[src/rtl/scan_receiver.sv]
// Scanner link receiver: syncs linkClk/linkData, deserializes MSB-first bytes, decodes commands and the data byte after code 7.
// Byte outputs update one cycle after the 8th detected rise; no backpressure, an unread data byte is kept and later ones set overrun.
module scan_receiver #(
    parameter int IDLE_TIMEOUT = 64
) (
    input  logic       clk,
    input  logic       rst,
    input  logic       linkClk,
    input  logic       linkData,
    input  logic       dataRead,
    output logic       cmdValid,
    output logic [7:0] cmdCode,
    output logic       cmdError,
    output logic       dataValid,
    output logic [7:0] dataByte,
    output logic       frameError,
    output logic       overrun,
    output logic       scanActive
);

    typedef enum logic [1:0] {
        IDLE = 2'd0,
        CMD  = 2'd1,
        DATA = 2'd2
    } state_t;

    localparam logic [7:0] TIMEOUT_LAST = 8'(IDLE_TIMEOUT - 1);
    localparam logic [7:0] CODE_START  = 8'd3;
    localparam logic [7:0] CODE_STOP   = 8'd4;
    localparam logic [7:0] CODE_DATA   = 8'd7;

    state_t      state;
    state_t      stateNext;

    logic [1:0]  clkSync;
    logic [1:0]  dataSync;
    logic        clkPrev;
    logic        rise;
    logic        bitIn;

    logic [6:0]  shiftReg;
    logic [2:0]  bitCnt;
    logic [7:0]  idleCnt;
    logic [7:0]  byteNow;
    logic        byteDone;
    logic        counting;
    logic        timeoutHit;

    logic        cmdDone;
    logic        dataDone;
    logic        codeLegal;
    logic        loadData;
    logic        dropData;
    logic        setScan;
    logic        clrScan;
    logic        readAck;

    assign rise     = clkSync[1] & ~clkPrev;
    assign bitIn    = dataSync[1];
    // Byte as it will stand once the current bit is shifted in.
    assign byteNow  = {shiftReg, bitIn};
    assign byteDone = rise && (state != IDLE) && (bitCnt == 3'd7);

    // Only a partially received frame can time out; DATA waiting for its first bit never does.
    assign counting   = (state != IDLE) && (bitCnt != 3'd0) && !rise;
    assign timeoutHit = counting && (idleCnt == TIMEOUT_LAST);

    // State register
    always_ff @(posedge clk or posedge rst) begin
        if (rst) begin
            state <= IDLE;
        end else begin
            state <= stateNext;
        end
    end

    // Next-state logic
    always_comb begin
        stateNext = state;
        if (timeoutHit) begin
            stateNext = IDLE;
        end else begin
            case (state)
                IDLE:    if (rise) stateNext = CMD;
                CMD:     if (byteDone) stateNext = (byteNow == CODE_DATA) ? DATA : IDLE;
                DATA:    if (byteDone) stateNext = IDLE;
                default: stateNext = IDLE;
            endcase
        end
    end

    // Output decode
    always_comb begin
        cmdDone   = (state == CMD) && byteDone;
        dataDone  = (state == DATA) && byteDone;
        codeLegal = byteNow inside {8'd2, 8'd3, 8'd4, 8'd7};
        loadData  = dataDone && (!dataValid || dataRead);
        dropData  = dataDone && !loadData;
        setScan   = cmdDone && (byteNow == CODE_START);
        clrScan   = (cmdDone && (byteNow == CODE_STOP)) || dataDone;
        readAck   = dataRead && dataValid && !loadData;
    end

    // Synchronizers, edge detect, shift register and idle timer
    always_ff @(posedge clk or posedge rst) begin
        if (rst) begin
            clkSync  <= 2'b00;
            dataSync <= 2'b00;
            clkPrev  <= 1'b0;
            shiftReg <= 7'd0;
            bitCnt   <= 3'd0;
            idleCnt  <= 8'd0;
        end else begin
            clkSync  <= {clkSync[0], linkClk};
            dataSync <= {dataSync[0], linkData};
            clkPrev  <= clkSync[1];

            if (timeoutHit) begin
                bitCnt <= 3'd0;
            end else if (rise) begin
                shiftReg <= byteNow[6:0];
                bitCnt   <= bitCnt + 3'd1;
            end

            if (rise || timeoutHit) begin
                idleCnt <= 8'd0;
            end else if (counting) begin
                idleCnt <= idleCnt + 8'd1;
            end
        end
    end

    // Registered outputs
    always_ff @(posedge clk or posedge rst) begin
        if (rst) begin
            cmdValid   <= 1'b0;
            cmdCode    <= 8'd0;
            cmdError   <= 1'b0;
            dataValid  <= 1'b0;
            dataByte   <= 8'd0;
            frameError <= 1'b0;
            overrun    <= 1'b0;
            scanActive <= 1'b0;
        end else begin
            cmdValid   <= cmdDone;
            cmdError   <= cmdDone && !codeLegal;
            frameError <= timeoutHit;

            if (cmdDone) begin
                cmdCode <= byteNow;
            end

            if (loadData) begin
                dataByte  <= byteNow;
                dataValid <= 1'b1;
            end else if (readAck) begin
                dataValid <= 1'b0;
            end

            if (dropData) begin
                overrun <= 1'b1;
            end

            if (setScan) begin
                scanActive <= 1'b1;
            end else if (clrScan) begin
                scanActive <= 1'b0;
            end
        end
    end

endmodule
[config.mk]
export PLATFORM = sky130hd
export DESIGN_NAME = scan_receiver
export DESIGN_NICKNAME = d
export VERILOG_FILES = /design/src/rtl/scan_receiver.sv
export SDC_FILE = /design/constraint.sdc
export NUM_CORES = 1
export LEC_CHECK = 0
export CORE_ASPECT_RATIO = 0.7
export CORE_MARGIN = 8
export CORE_UTILIZATION = 35
export DETAILED_ROUTE_END_ITERATION = 16
export SYNTH_ARGS = -nofsm -noshare
export SYNTH_HDL_FRONTEND = slang
export SYNTH_SLANG_ARGS = --single-unit
[constraint.sdc]
create_clock -name clk -period 3.74 [get_ports clk]
set_input_delay 0.748 -clock clk [delete_from_list [all_inputs] [get_ports clk]]
set_output_delay 0.748 -clock clk [all_outputs]
set_load 0.01 [all_outputs]
# Word-level counts from Yosys, hierarchy flattened
# Index checks and enable logic that the tools add are counted.
word_totals:
  input_bits: 5
  out_inout_bits: 22
  reg_bits: 47
  word_cells: 76
op_classes:
  bitwise_logic: 3
  n_reduce_logical: 31
  n_mux: 14
  n_addsub: 2
  eq_ne: 11
op_table:
  columns: ["op", "n"]
  rows:
  - ["== test 8 x 2 -> 1 bit, second input constant", 2]
  - ["== test 8 x 3 -> 1 bit, second input constant", 2]
  - ["2-to-1 mux 8 bit", 2]
  - ["logical AND 1 bit", 14]
  - ["2-to-1 mux 2 bit", 5]
  - ["nonzero test 2 bit", 5]
  - ["inequality test 3 bit, second input constant", 3]
  - ["adder 8 x 1 -> 8 bit, second input constant", 1]
  - ["== test 8 x 6 -> 1 bit, second input constant", 1]
  - ["2-to-1 mux 3 bit", 2]
  - ["case mux 2 bit (3 select lines)", 1]
  - ["logical NOT 1 bit", 4]
  - ["2-to-1 mux 1 bit", 4]
  - ["nonzero test 4 bit", 1]
  - ["adder 3 x 1 -> 3 bit, second input constant", 1]
  - ["== test 3 bit, second input constant", 1]
  - ["logical OR 1 bit", 3]
  - ["AND reduction 3 bit", 1]
  - ["nonzero test 3 bit", 1]
  - ["== test 2 x 1 -> 1 bit, second input constant", 1]
  - ["== test 2 bit, second input constant", 1]
  - ["logical NOT 2 bit", 1]
  - ["NOT 1 bit", 2]
  - ["AND reduction 2 bit", 1]
  - ["AND 1 bit", 1]

# Longest topological paths before layout
depth:
  word_depth: 10
  mapped_depth: 6
  depth_no_buf: 6

# Worst setup path before layout
# No wires, ideal clock.
synth_timing:
  path_kind: "reg2reg"
  startpoint: "register bitCnt[0]"
  endpoint: "register dataByte[0]"
  synth_period_minus_slack_ns: 1.698
  arrival_time_ns: 1.573
  required_ns: 3.615
  slack_ns: 2.042
  path_stages_with_launch: 6
  setup_time_ns: 0.125
  path_buffers: 0
  cell_sequence: "dfrtp_1 -> ha_1 -> ha_1 -> nand3b_4 -> nor3_4 -> mux2_2"
synth_via:
  elab_chain_cells: 4
synth_lines:
  columns: ["item", "line", "source"]
  rows:
  - ["start, declared", "42", "logic [2:0] bitCnt;"]
  - ["start signal, assigned", "122", "bitCnt <= bitCnt + 3'd1;"]
  - ["== test 3 bit", "62", "assign byteDone = rise && (state != IDLE) && (bitCnt == 3'd7);"]
  - ["logical AND 1 bit", "62", null]
  - ["logical AND 1 bit", "95", "dataDone = (state == DATA) && byteDone;"]
  - ["logical AND 1 bit", "97", "loadData = dataDone && (!dataValid || dataRead);"]
  - ["end signal, assigned", "154", "dataByte <= byteNow;"]
  - ["end, declared", "15", "output logic [7:0] dataByte,"]
# No other way between the ends.
# A chain may end at the register's enable or synchronous reset.

# Worst setup path in the final report
layout_timing:
  startpoint: "register overrun"
  endpoint: "output port overrun"
layout_rtl:
  columns: ["item", "line", "source"]
  rows:
  - ["start, declared", "17", "output logic overrun,"]
  - ["start signal, assigned", "142", "overrun <= 1'b0;"]
  - ["start signal, assigned", "161", "overrun <= 1'b1;"]
# No word-level cell between the ends.

==> impl_metrics.json <==
{
  "netlist_instances": 167,
  "antenna_found_initial": 0,
  "p_leak_nw": 1.15,
  "worst-path-max-fanout": 2,
  "num_antenna_cells": 0,
  "hold_end": "clkSync[1]",
  "ys_async_sr_fraction_pct": 100,
  "drc": 0,
  "p_comb_share_pct": 20.2,
  "cts-resized-gates": 0,
  "post_cts_buffers": 0,
  "cp_slowest_cell": "clkdlybuf4s50_1",
  "dieArea_um2": 8400,
  "gp_congestion": 0.790,
  "max_freq_mhz": 504,
  "syn-num-nets": 176,
  "ys.flop_type": "dfrtp_1",
  "worstSetupPathType": "reg -> out",
  "power.density_nw_per_um2": 536,
  "hp-start": "clkSync[0]",
  "nets": 207,
  "final-instance-count-excl-fill": 274,
  "maxCapViolCount": 0,
  "slowest_delay_ns": 0.56,
  "startpoint": "overrun",
  "period_needed_ns": 1.98,
  "grt.overflow.total": 0,
  "grt_max_degree": 48,
  "rsz0062_at_grt": "false",
  "hold_class": "reg -> reg",
  "rr_startpoint": "clkSync[1]",
  "hold_path_depth": 0,
  "slew_viol_final": 0,
  "clock_sinks": 47,
  "end_kind": "output port",
  "hold-worst-slack_ns": 0.355,
  "r2r_slack_ns": 1.82,
  "ys_seq_area_share_pct": 59.0,
  "clock_latency_ns": 0.30,
  "clock_power_share_pct": 29.9,
  "wl_um": 3940,
  "crit_buf_inv": 1,
  "yosys-top-cells-area": "dfrtp_1 59%, mux2_2 9.0%, nand2_1 5.5%, ha_1 2.5%, nor2b_1 1.9%",
  "pwr-share-seq_pct": 49.8,
  "syn_area_per_cell_um2": 11.9,
  "period_share_pct": 53.0,
  "synth_edf_count": 0,
  "clockBufferDepth": 2,
  "cts_hold_buf": 0,
  "path_cells": "clkdlybuf4s50_1",
  "startpoint_type": "flip-flop",
  "fp.dieH_um": 79.1,
  "grtUsageTotal_pct": 10.4,
  "fp.dieW_um": 106,
  "initial_core_util_pct": 35.5,
  "cp.arrival_ns": 1.24,
  "clk_pin_slew_worst_paths_ns": 0.09,
  "netlist_area_um2": 1990,
  "worstPathRequired_ns": 2.99,
  "hold_viol": 0,
  "worstMarginPinSlew_ns": 0.967,
  "dp_cells": 266,
  "finClkSkew_ns": 0.0119,
  "grt_pass1_wl_um": 6920,
  "antenna_left": 0,
  "ys_warn_count": 0,
  "post-synth-top-area-fraction_pct": 59.0,
  "drtIter0Drc": 69,
  "slew_headroom_pct": 35.5,
  "fin_util_pct": 43.9,
  "outcome": "completed",
  "ios": 27,
  "dr.pass1.iters": 4,
  "p_sw_share_pct": 28.5,
  "r2r_end": "idleCnt[5]",
  "vias": 1319,
  "grt_pass1_vias": 1351,
  "p_switching_uw": 377,
  "place.port_buffers": 26,
  "yosys.area.top_type": "dfrtp_1",
  "cts_tree": "done",
  "critPathTopFamily": "buffers and inverters",
  "drive_above_1_share_pct": 17.1,
  "dp_hpwl_um": 2740,
  "rows": 23,
  "avgViaCountPerCell": 4.81,
  "tns_ns": 0,
  "core-area_um2": 5610,
  "vdd_drop_max_v": 0.000208,
  "setup_viol": 0,
  "htree_levels": 2,
  "intPower_uw": 943,
  "cts_buffers": 5,
  "synth_cell_types": 39,
  "ys_ff_latch": 47,
  "syn2layout_area_growth_pct": 23.6,
  "avgRoutedWirePerCell_um": 14.4,
  "root_buffer": "clkbuf_8",
  "r2r_cells": 5
}
## power groups by stage
stage / logic, mW / clock network, mW / registers (mW)
finish: 0.267 / 0.395 / 0.658
global route: 0.302 / 0.433 / 0.673
CTS: 0.273 / 0.407 / 0.657
detailed placement: 0.271 / 0 / 0.667
global placement: 0.263 / 0 / 0.665
floorplan: 0.158 / 0 / 0.664
## stage by stage
step,power [mW],cell area (um2),setup slack [ns]
4_1_cts,1.34,2460,1.71
3_5_place_dp,0.938,2340,1.57
2_1_floorplan,0.822,1990,1.88
3_3_place_gp,0.928,2340,1.59
5_1_grt,1.41,2460,1.61
6_report,1.32,2460,1.76
## synth_stat cells, types with 2 or more instances
library cell and count:
nor2b_1 6, nand3_1 3, a21oi_1 5, or3_1 2, and3_1 2, dfrtp_1 47, ha_1 4, nor2_1 7
nand2b_1 4, mux2_2 16, o21ai_0 5, nand4_1 4, mux2i_1 2, clkbuf_1 2, nand2_1 29, xnor2_1 2
inv_1 5
## cell families after synthesis
kind of cell / synth area share [%]
AO/OA/AOI/OAI: 5.90
buffers and inverters: 1.57
XOR/XNOR: 1.32
adder cells (fa/ha/maj): 2.51
flip-flops: 59.0
multiplexers: 10.0
AND/OR/NAND/NOR: 19.6
## sequential cells by signal, indices dropped and copies added, names as in the netlist
signal,cells
bitCnt,3
clkPrev,1
clkSync,2
cmdCode,8
cmdError,1
cmdValid,1
dataByte,8
dataSync,2
dataValid,1
frameError,1
idleCnt,8
overrun,1
scanActive,1
shiftReg,7
state,2
## layout by cell type (no fill, tap or decap), types with 2 or more instances in the layout
master,netlist,routed
nand4_1,4,4
mux2_2,16,16
and3_1,2,2
nand3_1,3,3
nand2_1,29,29
a21oi_1,5,5
or3_1,2,2
inv_1,5,4
clkdlybuf4s50_1,0,26
clkbuf_8,0,6
nor2b_1,6,6
o21ai_0,5,5
mux2i_1,2,2
xnor2_1,2,2
dfrtp_1,47,47
ha_1,4,4
nand2b_1,4,4
nor2_1,7,7
## per-layer routing
metal	wire length [um]	global-route usage (%)	vias to the layer above
li1	-	-	639
met2	1540	13.5	24
met3	257	3.80	5
met1	2070	14.8	651
met5	0	0	-
met4	70	4.62	0
## area by class of cell
class                           count  area [um2]
Clock buffer                        6        82.6
Multi-Input combinational cell    112         786
Sequential cell                    47        1180
Inverter                            5        18.8
Clock inverter                      2        38.8
Tap cell                           75        93.8
Fill cell                         543        3150
Timing Repair Buffer               27         268
## worst max path at each step
stage	slack (ns)	end	cells after the start
2_1_floorplan	1.88	bitCnt[0]	1
3_3_place_gp	1.59	dataByte[7]	4
3_5_place_dp	1.57	dataByte[6]	4
4_1_cts	1.71	overrun	1
5_1_grt	1.61	idleCnt[5]	5
6_report	1.76	overrun	1
(Power assumes the default switching activity.)
